File: config.mk
export PLATFORM = sky130hd
export DESIGN_NAME = if_id_buf
export DESIGN_NICKNAME = d
export VERILOG_FILES = /design/src/rtl/if_id_buf_pkg.sv /design/src/rtl/sync_fifo_ptr.sv /design/src/rtl/if_id_buf.sv
export SDC_FILE = /design/constraint.sdc
export NUM_CORES = 1
export LEC_CHECK = 0
export BUFFER_PORTS_ARGS = -buffer_cell sky130_fd_sc_hd__buf_2
export CORE_MARGIN = 2
export CORE_UTILIZATION = 40
export DETAILED_ROUTE_END_ITERATION = 6
export GPL_TIMING_DRIVEN = 1
export HOLD_SLACK_MARGIN = 0.08
export PLACE_DENSITY = 0.71
export SLEW_MARGIN = 0
export SYNTH_ARGS = -nofsm -noshare
export SYNTH_HDL_FRONTEND = slang
export SYNTH_SLANG_ARGS = --single-unit
File: constraint.sdc
create_clock -name clk -period 7.18 [get_ports clk]
set_input_delay 1.436 -clock clk [delete_from_list [all_inputs] [get_ports clk]]
set_output_delay 1.436 -clock clk [all_outputs]
set_load 0.1 [all_outputs]
File: src/rtl/if_id_buf_pkg.sv
// Shared widths, stall encoding and entry type for the IF/ID decoupling buffer.
// Also carries the default buffer depth used by the pipeline.
package if_id_buf_pkg;

  localparam int unsigned InstBus     = 32;
  localparam int unsigned InstAddrBus = 32;
  localparam int unsigned IfIdDepth   = 2;

  localparam logic        Stop     = 1'b1;
  localparam logic        NoStop   = 1'b0;
  localparam logic [31:0] ZeroWord = 32'h0000_0000;

  // Bit positions inside the control-unit stall vector.
  localparam int unsigned StallIfId = 1;
  localparam int unsigned StallId   = 2;

  typedef struct packed {
    logic [InstAddrBus-1:0] pc;
    logic [InstBus-1:0]     inst;
  } if_id_entry_t;

  localparam if_id_entry_t Bubble = '{pc: ZeroWord, inst: ZeroWord};

endpackage

File: src/rtl/sync_fifo_ptr.sv
// Read/write pointer and occupancy manager for a small power-of-two FIFO.
// Full and empty come from the count alone; flush zeroes everything.
module sync_fifo_ptr #(
  parameter int unsigned DEPTH = 2,
  parameter int unsigned PTR_W = 1
) (
  input  logic             clk_i,
  input  logic             rst_ni,
  input  logic             push_i,
  input  logic             pop_i,
  input  logic             flush_i,
  output logic [PTR_W-1:0] wr_ptr_o,
  output logic [PTR_W-1:0] rd_ptr_o,
  output logic [PTR_W:0]   count_o,
  output logic             full_o,
  output logic             empty_o
);

  localparam logic [PTR_W:0] FullCount = (PTR_W + 1)'(DEPTH);

  logic [PTR_W-1:0] wr_ptr_q, wr_ptr_d;
  logic [PTR_W-1:0] rd_ptr_q, rd_ptr_d;
  logic [PTR_W:0]   count_q, count_d;

  always_comb begin
    wr_ptr_d = wr_ptr_q;
    rd_ptr_d = rd_ptr_q;
    count_d  = count_q;
    if (flush_i) begin
      wr_ptr_d = '0;
      rd_ptr_d = '0;
      count_d  = '0;
    end else begin
      // Pointers wrap naturally because DEPTH is a power of two.
      if (push_i) wr_ptr_d = wr_ptr_q + PTR_W'(1);
      if (pop_i)  rd_ptr_d = rd_ptr_q + PTR_W'(1);
      case ({push_i, pop_i})
        2'b10:   count_d = count_q + (PTR_W + 1)'(1);
        2'b01:   count_d = count_q - (PTR_W + 1)'(1);
        default: count_d = count_q;
      endcase
    end
  end

  always_ff @(posedge clk_i or negedge rst_ni) begin
    if (!rst_ni) begin
      wr_ptr_q <= '0;
      rd_ptr_q <= '0;
      count_q  <= '0;
    end else begin
      wr_ptr_q <= wr_ptr_d;
      rd_ptr_q <= rd_ptr_d;
      count_q  <= count_d;
    end
  end

  assign wr_ptr_o = wr_ptr_q;
  assign rd_ptr_o = rd_ptr_q;
  assign count_o  = count_q;
  assign full_o   = (count_q == FullCount);
  assign empty_o  = (count_q == '0);

endmodule

File: src/rtl/if_id_buf.sv
// IF/ID decoupling buffer: in-order FIFO of {pc, inst} pairs feeding decode.
// Presents a zero bubble when empty and requests a stall when full.
module if_id_buf
  import if_id_buf_pkg::*;
#(
  parameter int unsigned DEPTH = IfIdDepth,
  parameter int unsigned PTR_W = $clog2(DEPTH)
) (
  input  logic             clk,
  input  logic             rst,
  input  logic [5:0]       stall,
  input  logic             flush,
  input  logic             if_valid_i,
  input  logic [31:0]      if_pc_i,
  input  logic [31:0]      if_inst_i,
  output logic             id_valid_o,
  output logic [31:0]      id_pc_o,
  output logic [31:0]      id_inst_o,
  output logic [PTR_W:0]   count_o,
  output logic             stallreq_o
);

  logic [PTR_W-1:0] wr_ptr;
  logic [PTR_W-1:0] rd_ptr;
  logic             full;
  logic             empty;
  logic             push;
  logic             pop;
  if_id_entry_t     head;
  if_id_entry_t     mem_q [DEPTH];

  // Only the IF/ID freeze and decode-stop bits matter to this stage.
  logic unused_stall;
  assign unused_stall = ^{stall[5:3], stall[0]};

  assign push = if_valid_i & (stall[StallIfId] == NoStop) & ~flush & ~full;
  assign pop  = ~empty & (stall[StallId] != Stop) & ~flush;

  sync_fifo_ptr #(
    .DEPTH (DEPTH),
    .PTR_W (PTR_W)
  ) u_ptr (
    .clk_i    (clk),
    .rst_ni   (rst),
    .push_i   (push),
    .pop_i    (pop),
    .flush_i  (flush),
    .wr_ptr_o (wr_ptr),
    .rd_ptr_o (rd_ptr),
    .count_o  (count_o),
    .full_o   (full),
    .empty_o  (empty)
  );

  // Storage is never reset; validity is carried entirely by the count.
  always_ff @(posedge clk) begin
    if (push) begin
      mem_q[wr_ptr] <= '{pc: if_pc_i, inst: if_inst_i};
    end
  end

  always_comb begin
    head = Bubble;
    if (!empty) head = mem_q[rd_ptr];
  end

  assign id_valid_o = ~empty;
  assign id_pc_o    = head.pc;
  assign id_inst_o  = head.inst;
  assign stallreq_o = full;

endmodule

; ---- After elaboration in Yosys (flattened, before gate mapping)
; Memories as Yosys holds them, arrays and structs flattened.
; Cells that the tools add are included.
[classes]
add_sub_neg = 4
multipliers = 0
div = 0
magnitude_cmp = 0
eq_ne = 3
shifts = 0
n_mux = 9
bitwise = 10
reduce_logical = 4
[ops]
columns = op, count
row1 = two-way mux 64 bit, 1
row2 = two-way mux 1 bit, 6
row3 = bitwise AND 1 bit, 5
row4 = NOT 1 bit, 5
row5 = == test 2 bit (second input constant), 2
row6 = one-hot mux 2 bit (2 select lines), 1
row7 = nonzero test 2 bit, 2
row8 = nonzero test 3 bit, 1
row9 = adder 1 bit (second input constant), 2
row10 = adder 2 x 1 -> 2 bit (second input constant), 1
row11 = == test 2 x 1 -> 1 bit (second input constant), 1
row12 = zero test 2 bit, 1
row13 = two-way mux 2 bit, 1
row14 = subtractor 2 x 1 -> 2 bit (second input constant), 1
[totals]
register_bits = 4
latch_bits = 0
ram_bits = 128
mem_bits_ro = 0
input_bits = 74
out_inout_bits = 68
word_cells = 34
mem_count = 1
[memory_table]
columns = name, words, word_bits, read_ports, rd_clocked_by_memory_dff, write_ports, line_no
row1 = mem_q, 2, 64, 1, 0, 1, if_id_buf.sv:30  ; if_id_entry_t mem_q [DEPTH];

; ---- Logic depth before layout (Yosys ltp)
[logic_depth]
ltp_word = 7
depth_mapped = 4
depth_no_buf = 4

; ---- By module
; From an unflattened synthesis, not the netlist that was laid out.
[hier_totals]
cells_unflattened = 293
area_unflattened_um2 = 5091.1
[by_module_without_submodules]
columns = mod, n_inst, cells_each, area_per_inst_um2, seq_area_each_um2
row1 = if_id_buf, 1, 275, 4895.9, 3843.7
row2 = sync_fifo_ptr, 1, 18, 195.2, 100.1

; ---- Worst setup path after synthesis
; Ideal clock, no wire load.
[synth_path]
path_type = input-to-reg
from = input stall[1]
to = memory mem_q[1][0] in the netlist's numbering (enable)
setup_time_ns = 0.665
arrival_time_ns = 8.280
t_required_ns = 6.515
setup_slack_ns = -1.765
stages = 2
path_buffers = 0
cell_sequence = nand2b_1 nor4b_1
[synth_between]
elab_chain_len = 6
[synth_lines]
columns = element, line_no
row1 = from (decl), if_id_buf.sv:11  ; input logic [5:0] stall,
row2 = NOT 1 bit, if_id_buf.sv:36  ; assign push = if_valid_i & (stall[StallIfId] == NoStop) & ~flush & ~full;
row3 = bitwise AND 1 bit (3 in series), if_id_buf.sv:36
row4 = two-way mux 1 bit, if_id_buf.sv:57  ; if (push) begin
row5 = two-way mux 1 bit (not written as such), if_id_buf.sv:58  ; mem_q[wr_ptr] <= '{pc: if_pc_i, inst: if_inst_i};
row6 = to (decl), if_id_buf.sv:30
; No other way between the ends.

; ---- Worst setup path after layout
[layout_path]
from = register u_ptr.rd_ptr_q, in the netlist u_ptr.rd_ptr_o
to = output id_pc_o[26]
[layout_between]
elab_chain_len = 2
[layout_lines]
columns = element, line_no
row1 = from (decl), sync_fifo_ptr.sv:22  ; logic [PTR_W-1:0] rd_ptr_q, rd_ptr_d;
row2 = from (signal assigned), sync_fifo_ptr.sv:52  ; rd_ptr_q <= rd_ptr_d;
row3 = memory (2 x 64 bit), n/a
row4 = two-way mux 64 bit, if_id_buf.sv:64  ; if (!empty) head = mem_q[rd_ptr];
row5 = to (decl), if_id_buf.sv:17  ; output logic [31:0] id_pc_o,
; No other way between the ends.

==> key figures <==
Outcome
  – Run status: finished clean

Floorplanning
  – Die ar.: approximately 14000 sq um
  – Die height: around 120 um
  – Core area: 12500 sq um
  – Initial Utilization: 0.405
  – Num rows: 41
  – I/O Pins: 142
  – Die Wd: 116 um

Routing
  – Remaining antenna violation count: 0
  – # DRC: 0
  – Pre-antenna DRT Iters: 4
  – Vias per inst: approximately 4.7
  – Detailed Route WL: between 9 and 10 mm
  – DR vias: 2926
  – Initial DRC Count: 136
  – Mean routed wirelength per cell: 14.9 um

GRT
  – Initial antenna violation count: 0
  – First-pass GRT wire length: about 14 mm
  – GRT Util Overall: 0.143
  – Largest net degree at the start of global routing: between 50 and 60
  – Via count of the first global-routing pass: between 2000 and 3000
  – Grt ovf: 0

STA
  – Final Hold Vio Count: 0
  – Clock Skew: a little over 0.007 ns
  – Fin. max-slew vios: 0
  – Tcrit/Tclk final: 0.561
  – Final setup viols: 0
  – Worst Tran Pin Value: 0.643 ns
  – Setup TNS: 0 ns
  – RSZ-0062 raised after global routing: no
  – Slew HR: 0.571
  – PnR worst setup slack: 3.15 ns
  – Final worst path period need: 4.03 ns
  – Achievable frequency: 248 MHz

Synthesis
  – Mapped Avg Cell Area: approximately 17 sq um
  – Synthesized instance count: between 200 and 300
  – Synth cell types: 23
  – Synthesis Warnings: 0
  – Net Count, Synth: 370
  – Number of synthesized register bits: 132
  – Synth Cell Area: approximately 5000 sq um
  – Seq/Total Area, Yosys: 0.782

Worst hold path
  – Hold Crit Class: flop to flop
  – Hold Path End: u_ptr.wr_ptr_o$_DFFE_PN0P_
  – Hold Path Stages: 2
  – Hold_sp: u_ptr.wr_ptr_o$_DFFE_PN0P_

Setup path
  – R2R Path End: u_ptr.count_o[0]$_DFFE_PN0P_
  – Reg2Reg Depth: 5
  – Kind of launch point of the worst setup path: flop
  – R2r startpoint: u_ptr.count_o[0]$_DFFE_PN0P_
  – Arr. time, crit path: around 2.6 ns
  – Max FO, Critical Path: 34
  – Critical path required time: about 5.7 ns
  – Reg2Reg Setup Slack: roughly 5.3 ns
  – WS Path Type: flop to primary output
  – Setup crit end kind: primary output

Place
  – Port Buffers: 137
  – Detailed Place HPWL: just under 6 mm
  – DP Worst Slack: 3.56 ns
  – DP Cell Count: approximately 600
  – GP Congestion: between 0.7 and 0.8

Clock tree
  – CTS H-tree lvls: 4
  – CTS tree: yes
  – Clock latency on the worst-skew pair: 0.41 ns
  – Sinks on Clock Net: about 130
  – Post-CTS setup buffers: 0
  – Resized cells post-CTS: 0
  – CTS Buffer Depth: 2
  – Num CTS Buffers: 17
  – Worst-path clk slew: about 0.060 ns
  – Hold bufs inserted after CTS: 0
  – Root buffer cell: clkbuf_16

Run
  – MaxCap Viol Count: 0

Pwr
  – Max IR drop VDD: around 0.15 mV
  – Power density cells: about 310 nW/um^2
  – P_leak: ~2.5 nW

Layout
  – Non-Filler Instances: 629
  – Area Growth Syn to Fin: 30.5%
  – NumNets Final: just over 500
  – Fillers: between 1000 and 1500
  – Layout cells sized above 1: 0.392
  – # diodes: 0
## critical path, cell delays in order, from the launching register on
cell     delay [ns]
dfrtp_4        0.78
buf_4          0.59
mux2i_1        0.16
nor2_1         0.13
buf_2          0.44
## layout make-up
type | count | area (sq um) | area share
Clock buffer | 17 | 425 | 0.0646
Clock inverter | 15 | 211 | 0.0321
Tap cell | 172 | 215 | 0.0327
Multi-Input combinational cell | 148 | 1040 | 0.159
Inverter | 2 | 7.51 | 0.00114
Sequential cell | 132 | 3950 | 0.600
Timing Repair Buffer | 143 | 731 | 0.111
## Yosys cell counts
master / number / share of area
buf_4: 6 / 0.0089
nor4b_1: 1 / 0.0017
o211ai_1: 1 / 0.0015
a2bb2oi_1: 1 / 0.0017
edfxtp_1: 128 / 0.76
clkbuf_1: 1 / 0.00074
nor4_1: 1 / 0.0012
nor2b_2: 1 / 0.0017
and4bb_2: 1 / 0.0025
mux2i_1: 64 / 0.13
a21oi_1: 3 / 0.0030
buf_2: 7 / 0.0069
dfrtp_1: 4 / 0.020
or2_1: 1 / 0.0012
inv_2: 1 / 0.00074
inv_1: 1 / 0.00074
a31oi_1: 1 / 0.0012
o21ai_0: 3 / 0.0030
or3_1: 2 / 0.0025
nor2_2: 1 / 0.0012
nor2_1: 65 / 0.048
nand2b_1: 1 / 0.0012
nand3_1: 1 / 0.00099
## flip-flops by register name, indices dropped and copies added (netlist names)
signal and flops:
u_ptr.count_o 2, u_ptr.wr_ptr_o 1, mem_q 128, u_ptr.rd_ptr_o 1
## stage by stage
step / hold slack [ns] / instance area [sq um] / power (mW) / utilization
2_1_floorplan: 0.519 / 5060 / 1.09 / -
3_3_place_gp: 0.593 / 5950 / 1.14 / 0.477
3_5_place_dp: 0.614 / 5950 / 1.14 / 0.477
5_1_grt: 0.650 / 6580 / 2.11 / 0.528
6_report: 0.628 / 6580 / 2.05 / 0.528
4_1_cts: 0.625 / 6580 / 2.07 / 0.528
## power by group
| group | leakage (nW) | internal (mW) | switching [mW] | total (mW) |
|---|---|---|---|---|
| logic | 0.964 | 0.0497 | 0.203 | 0.252 |
| clock network | 0.302 | 0.612 | 0.312 | 0.923 |
| registers | 1.21 | 0.864 | 0.00995 | 0.874 |
| total | 2.48 | 1.53 | 0.524 | 2.05 |
## how the worst max path moves through the flow
stage | slack [ns] | endpoint | start | cells after the start
finish | 3.15 | id_pc_o[26] | u_ptr.rd_ptr_o$_DFFE_PN0P_ | 4
global route | 3.01 | id_pc_o[26] | u_ptr.rd_ptr_o$_DFFE_PN0P_ | 4
CTS | 3.11 | id_pc_o[26] | u_ptr.rd_ptr_o$_DFFE_PN0P_ | 4
detailed placement | 3.56 | id_pc_o[26] | u_ptr.rd_ptr_o$_DFFE_PN0P_ | 4
global placement | 3.60 | id_pc_o[24] | u_ptr.rd_ptr_o$_DFFE_PN0P_ | 4
floorplan | 1.45 | mem_q[1][0]$_DFFE_PP_ | stall[1] | 2
## cell usage in the layout (no fill, tap or decap)
master / n
a21oi_1: 3
a2bb2oi_1: 1
a31oi_1: 1
and4bb_2: 1
buf_2: 137
buf_4: 6
bufinv_16: 5
clkbuf_16: 17
clkinv_1: 3
clkinv_2: 2
clkinv_4: 1
clkinvlp_4: 3
dfrtp_1: 3
dfrtp_4: 1
edfxtp_1: 128
inv_1: 1
inv_2: 1
inv_6: 1
mux2i_1: 64
nand2b_1: 1
nand3_1: 1
nor2_1: 65
nor2_4: 1
nor2b_2: 1
nor4_4: 1
nor4b_4: 1
o211ai_1: 1
o21ai_0: 3
or2_1: 1
or3_1: 2
## cells by family (layout without fill, tap and decap cells)
kind of cell / count (synthesis) / after routing / synth area share
compound gates: 9 / 9 / 0.0104
buf+inv: 16 / 177 / 0.0181
flops: 132 / 132 / 0.782
mux: 64 / 64 / 0.127
simple gates: 75 / 75 / 0.0627
## layer usage
layer | wire length (um) | global-route usage
met4 | 240 | 0.0857
met3 | 517 | 0.0483
met2 | 4790 | 0.246
met1 | 3830 | 0.153
met5 | 0 | 0
No activity file was read; power rests on OpenSTA's default activity.
